--- src/rtl/multicycle_controller.sv ---
// multicycle_controller: control FSM sequencing the multicycle RV32I datapath
// Optional feature macro: CTRL_ILLEGAL_TRAP_EN (illegal instructions enter HALT and raise Illegal)
// Ports:
//   clk, rst                    clock, asynchronous active-low reset
//   Opcode, Funct3, Funct7b5    instruction fields from the instruction register
//   Zero                        ALU zero flag
//   PcEn, AdrSrc, MemWrite      PC load, address select, memory write
//   IrWrite, RegWrite           instruction register load, register file write
//   Immsrc, AluSrcA, AluSrcB    immediate format, ALU operand selects
//   AluOp, ResultSrc            ALU operation, result mux select
//   Illegal                     high in HALT (only with CTRL_ILLEGAL_TRAP_EN)
module multicycle_controller #(
    parameter int unsigned MEM_WAIT = 0
) (
    input  logic       clk,
    input  logic       rst,
    input  logic [6:0] Opcode,
    input  logic [2:0] Funct3,
    input  logic       Funct7b5,
    input  logic       Zero,
    output logic       PcEn,
    output logic       AdrSrc,
    output logic       MemWrite,
    output logic       IrWrite,
    output logic       RegWrite,
    output logic [2:0] Immsrc,
    output logic [1:0] AluSrcA,
    output logic [1:0] AluSrcB,
    output logic [2:0] AluOp,
    output logic [1:0] ResultSrc
`ifdef CTRL_ILLEGAL_TRAP_EN
    ,
    output logic       Illegal
`endif
);
    typedef enum logic [3:0] {
        FETCH, DECODE, MEMADR, MEMREAD, MEMWB, MEMWRITE, EXECR, EXECI, ALUWB, BRANCH, JAL, LUI, HALT
    } state_t;
`ifdef CTRL_ILLEGAL_TRAP_EN
    localparam state_t TRAP = HALT;
    assign Illegal = state == HALT;
`else
    localparam state_t TRAP = FETCH;
`endif
    state_t state, state_d;
    logic [3:0] cnt;
    logic last, taken, bad_br, pc_update, branch, mem_w, ir_w, reg_w;
    function automatic logic [2:0] alu_dec(input logic [2:0] f3, input logic sub);
        return f3 == 3'b000 ? (sub ? 3'b001 : 3'b000) :
               f3 == 3'b111 ? 3'b010 :
               f3 == 3'b110 ? 3'b011 :
               f3 == 3'b010 ? 3'b100 :
               f3 == 3'b100 ? 3'b101 : 3'b000;
    endfunction
    assign last   = cnt == 4'd0;
    assign taken  = Funct3[0] ? ~Zero : Zero;
    assign bad_br = Funct3[2:1] != 2'b00;
    assign Immsrc = Opcode == 7'b0100011 ? 3'b001 :
                    Opcode == 7'b1100011 ? 3'b010 :
                    Opcode == 7'b1101111 ? 3'b011 :
                    Opcode == 7'b0110111 ? 3'b100 : 3'b000;
    // Enables are gated by rst so an abort takes effect without waiting for a clock edge.
    assign PcEn     = rst & (pc_update | (branch & taken));
    assign MemWrite = rst & mem_w;
    assign IrWrite  = rst & ir_w;
    assign RegWrite = rst & reg_w;
    always_ff @(posedge clk or negedge rst) begin
        if (!rst) begin
            state <= FETCH;
            cnt   <= '0;
        end else begin
            state <= state_d;
            // Wait states reload the counter on entry; otherwise it counts down to 0.
            if (state_d != state && (state_d == FETCH || state_d == MEMREAD || state_d == MEMWRITE))
                cnt <= 4'(MEM_WAIT);
            else if (!last)
                cnt <= cnt - 4'd1;
        end
    end
    always_comb begin
        state_d   = state;
        AdrSrc    = 1'b0;
        mem_w     = 1'b0;
        ir_w      = 1'b0;
        reg_w     = 1'b0;
        pc_update = 1'b0;
        branch    = 1'b0;
        AluSrcA   = 2'b00;
        AluSrcB   = 2'b00;
        AluOp     = 3'b000;
        ResultSrc = 2'b00;
        case (state)
            FETCH: begin
                AluSrcB   = 2'b10;
                ResultSrc = 2'b10;
                ir_w      = last;
                pc_update = last;
                state_d   = last ? DECODE : FETCH;
            end
            DECODE: begin
                AluSrcA = 2'b01;
                AluSrcB = 2'b01;
                case (Opcode)
                    7'b0000011, 7'b0100011: state_d = MEMADR;
                    7'b0110011:             state_d = EXECR;
                    7'b0010011:             state_d = EXECI;
                    7'b1100011:             state_d = BRANCH;
                    7'b1101111:             state_d = JAL;
                    7'b0110111:             state_d = LUI;
                    default:                state_d = TRAP;
                endcase
            end
            MEMADR: begin
                AluSrcA = 2'b10;
                AluSrcB = 2'b01;
                state_d = Opcode[5] ? MEMWRITE : MEMREAD;
            end
            MEMREAD: begin
                AdrSrc  = 1'b1;
                state_d = last ? MEMWB : MEMREAD;
            end
            MEMWB: begin
                ResultSrc = 2'b01;
                reg_w     = 1'b1;
                state_d   = FETCH;
            end
            MEMWRITE: begin
                AdrSrc  = 1'b1;
                mem_w   = last;
                state_d = last ? FETCH : MEMWRITE;
            end
            EXECR: begin
                AluSrcA = 2'b10;
                AluOp   = alu_dec(Funct3, Funct7b5);
                state_d = ALUWB;
            end
            EXECI: begin
                AluSrcA = 2'b10;
                AluSrcB = 2'b01;
                AluOp   = alu_dec(Funct3, 1'b0);
                state_d = ALUWB;
            end
            ALUWB: begin
                reg_w   = 1'b1;
                state_d = FETCH;
            end
            BRANCH: begin
                AluSrcA = 2'b10;
                AluOp   = 3'b001;
                branch  = ~bad_br;
                state_d = bad_br ? TRAP : FETCH;
            end
            JAL: begin
                AluSrcA   = 2'b01;
                AluSrcB   = 2'b10;
                pc_update = 1'b1;
                state_d   = ALUWB;
            end
            LUI: begin
                AluSrcA = 2'b11;
                AluSrcB = 2'b01;
                state_d = ALUWB;
            end
            default: state_d = state;
        endcase
    end
endmodule

--- config.mk ---
export PLATFORM = sky130hd
export DESIGN_NAME = multicycle_controller
export DESIGN_NICKNAME = d
export VERILOG_FILES = /design/src/rtl/multicycle_controller.sv
export SDC_FILE = /design/constraint.sdc
export NUM_CORES = 1
export LEC_CHECK = 0
export CAP_MARGIN = 10
export CORE_MARGIN = 2
export CORE_UTILIZATION = 50
export DETAILED_ROUTE_END_ITERATION = 8
export PLACE_DENSITY = 0.81
export SLEW_MARGIN = 20
export SYNTH_ARGS = -nofsm -noshare
export SYNTH_HDL_FRONTEND = slang
export SYNTH_SLANG_ARGS = --single-unit
--- constraint.sdc ---
create_clock -name clk -period 3.5 [get_ports clk]
set_clock_uncertainty 0.15 [all_clocks]
set_input_delay 0.7 -clock clk [delete_from_list [all_inputs] [get_ports clk]]
set_output_delay 0.7 -clock clk [all_outputs]
set_load 0.01 [all_outputs]
==> flow_metrics.tcl <==
set metrics [dict create \
    rsz0062_at_grt "no" \
    worst-path-stages 4 \
    worst-path-buf-inv 2 \
    hpwl_microns 1949 \
    maxSlewViolCount 0 \
    grt_pass1_vias 970 \
    final_common_cell "clkdlybuf4s50_1" \
    vdd_drop_max_mv 0.4200 \
    max-cap-violations 0 \
    relSlewSlack_pct 44.59 \
    fin_crit_sh_pct 95.24 \
    core.rowCount 16 \
    synth_cell_types 48 \
    ctsHoldBuffers 0 \
    path_clk_slew_ps 60 \
    drive_above_1_share_pct 11.66 \
    wl_per_cell_microns 13.29 \
    required_ps 2650 \
    grt_overflow 0 \
    die_w_microns 49.13 \
    worstPathCellList "clkdlybuf4s50_1 > or3_1 > a211oi_1 > clkdlybuf4s50_1" \
    wirelength_microns 2525 \
    fillers 172 \
    cts_buffer_depth 2 \
    vias_per_cell 5.947 \
    max_freq_ghz 0.3000 \
    synth_area_sq_mm 0.001018 \
    regArea_sq_um 200.2 \
    arrival_ps 2480 \
    tns_ps 0 \
    antenna_found_initial 0 \
    synth_area_leaders "dfrtp_1 (20%), a21oi_1 (4.9%), nor3_1 (3.9%)" \
    antenna_left 0 \
    firstDrtPassIters 4 \
    postLayoutCellArea_sq_mm 0.001378 \
    critPathLaunchType "input pin" \
    grt_max_degree 21 \
    drtIter0Drc 26 \
    place.port_buffers 30 \
    period_needed_ps 3333 \
    die_h_microns 49.13 \
    finalSetupViolations 0 \
    outcome "complete, no violations" \
    crit_path_max_fanout 9 \
    cp_slowest_stage_delay_ps 570 \
    pre_cts_slack_ps 168.0 \
    cts_setup_buffers 0 \
    core_area_sq_mm 0.001942 \
    track_usage_pct 21.83 \
    grt_first_pass_wirelength_microns 4229 \
    yosysTopAreaCell "dfrtp_1" \
    synth_cells 134 \
    drc 0 \
    cts_tree "yes" \
    cts_sinks 8 \
    multi_input_area_sq_um 750.7 \
    ys.flop_type "dfrtp_1" \
    syn_nets 149 \
    async_flop_share_pct 100.0 \
    antennaDiodeCount 0 \
    io_pins 31 \
    cts_max_level 1 \
    syn_area_per_cell_sq_um 7.601 \
    timing.reg2reg.worst_path_depth 6 \
    ys_seq_area_share_pct 19.66 \
    initial_utilization_pct 52.45 \
    synth-edff-count 0 \
    p_leak_uw 0.0005855 \
    synth_seq_cells 8 \
    crit_top_cell "clkdlybuf4s50_1" \
    power_density_mw_per_mm2 415.4 \
    via_count 1130 \
    areaGrowthSynthToFinish_pct 35.26 \
    clock_insertion_delay_worst_skew_ps 250 \
    ys_warn_count 0 \
    cp_slowest_cell "clkdlybuf4s50_1" \
    gp_congestion 0.8349 \
    die_area_sq_mm 0.002414 \
    cts_buffers 3 \
    layout_common_cells "clkdlybuf4s50_1 (29), a21oi_1 (10), nand2_1 (9)" \
    final_hold_viol_count 0 \
    timing.final.ws_setup_ps 166.8 \
    dpl_cell_area_sq_mm 0.001348 \
    critical_path_class "in -> out" \
    worst_hold_path_type "reg -> reg" \
    final_net_count 180 \
    cts-root-buf "clkbuf_4" \
    cp-end-kind "primary output" \
    critPathTopFamily "buffers and inverters" \
    holdPathStages 2 \
    synth_top_area_share_pct 19.66 \
    tightest_slew_ps 819.6 \
]
-- per-stage QoR --
step | hold slack, ps | power, uW | std cells | utilization (%)
after CTS | 431.1 | 573.8 | 190 | 70.55
after global placement | 404.5 | 496.4 | 187 | 69.39
after global routing | 479.8 | 620.1 | 190 | 70.94
after detailed placement | 418.0 | 505.0 | 187 | 69.39
final | 429.7 | 572.3 | 190 | 70.94
after floorplan | 254.4 | 359.4 | 134 | -
-- worst reg2reg max path: stages, from the launching register on --
cell      delay [ps]
dfrtp_1          580
nor4b_1          810
nand4b_1         210
nand4_2          220
nand2_1           90
a21oi_2          230
a21oi_1          100
-- cell families after synthesis --
group	after synthesis	synth area share, %
mux	2	1.966
fa+ha+maj	1	1.228
buf+inv	16	7.125
xor+xnor	7	6.020
compound gates	32	22.61
simple gates	68	41.40
flops	8	19.66
-- flip-flops by register name, indices dropped and copies added (netlist names) --
| name | cells |
|---|---|
| cnt | 4 |
| state | 4 |
-- layout make-up --
type                            count  share of cell area (%)
Inverter                            6                   1.635
Sequential cell                     8                   14.53
Tap cell                           27                   2.452
Multi-Input combinational cell    110                   54.50
Timing Repair Buffer               36                   25.25
Clock buffer                        3                   1.635
-- what timing repair did --
item                                    4_1_cts  5_1_grt
endpoints found under the hold margin         0        0
endpoints found under the setup margin        0        1
gates resized for setup                       0        3
-- power by group --
part,leakage [uW],switching [uW],internal [uW]
logic,0.000462,201,189
registers,0.000109,13.1,101
clock network,0.0000138,29.2,39.1
-- worst paths after layout --
check                              startpoint            endpoint  slack [ps]
hold / removal             cnt[1]$_DFFE_PN0P_  cnt[1]$_DFFE_PN0P_         430
max in group asynchronous                 rst  state[0]$_DFF_PN0_        2360
hold reg to reg            cnt[1]$_DFFE_PN0P_  cnt[1]$_DFFE_PN0P_         430
min in group asynchronous                 rst  state[3]$_DFF_PN0_         490
setup reg to reg           state[2]$_DFF_PN0_  cnt[2]$_DFFE_PN0P_        1010
setup / recovery                    Opcode[3]           Immsrc[0]         170
-- per-layer routing --
metal	GRT usage (%)	share of wire [%]
met3	4.294	6.4
met5	0	0
met1	28.16	44
met2	36.94	49
met4	5.714	0.44
-- synthesized netlist by cell type, types with 2 or more instances --
library cell  count
nand2_1           9
nand4b_1          4
buf_1             2
a31oi_1           2
nand4bb_1         2
a21oi_1          10
mux2i_1           2
nor3_1            8
and3_1            3
or2_2             2
a211oi_1          2
clkbuf_1          5
nor4b_1           2
inv_1             6
nor3b_1           4
xnor2_1           3
nor2_1            8
nand3_1           6
dfrtp_1           8
nand2b_1          4
and2_1            3
nor2b_1           3
and3b_1           2
o21ai_0           6
or3_1             2
xor2_1            4
(Power assumes the default switching activity.)
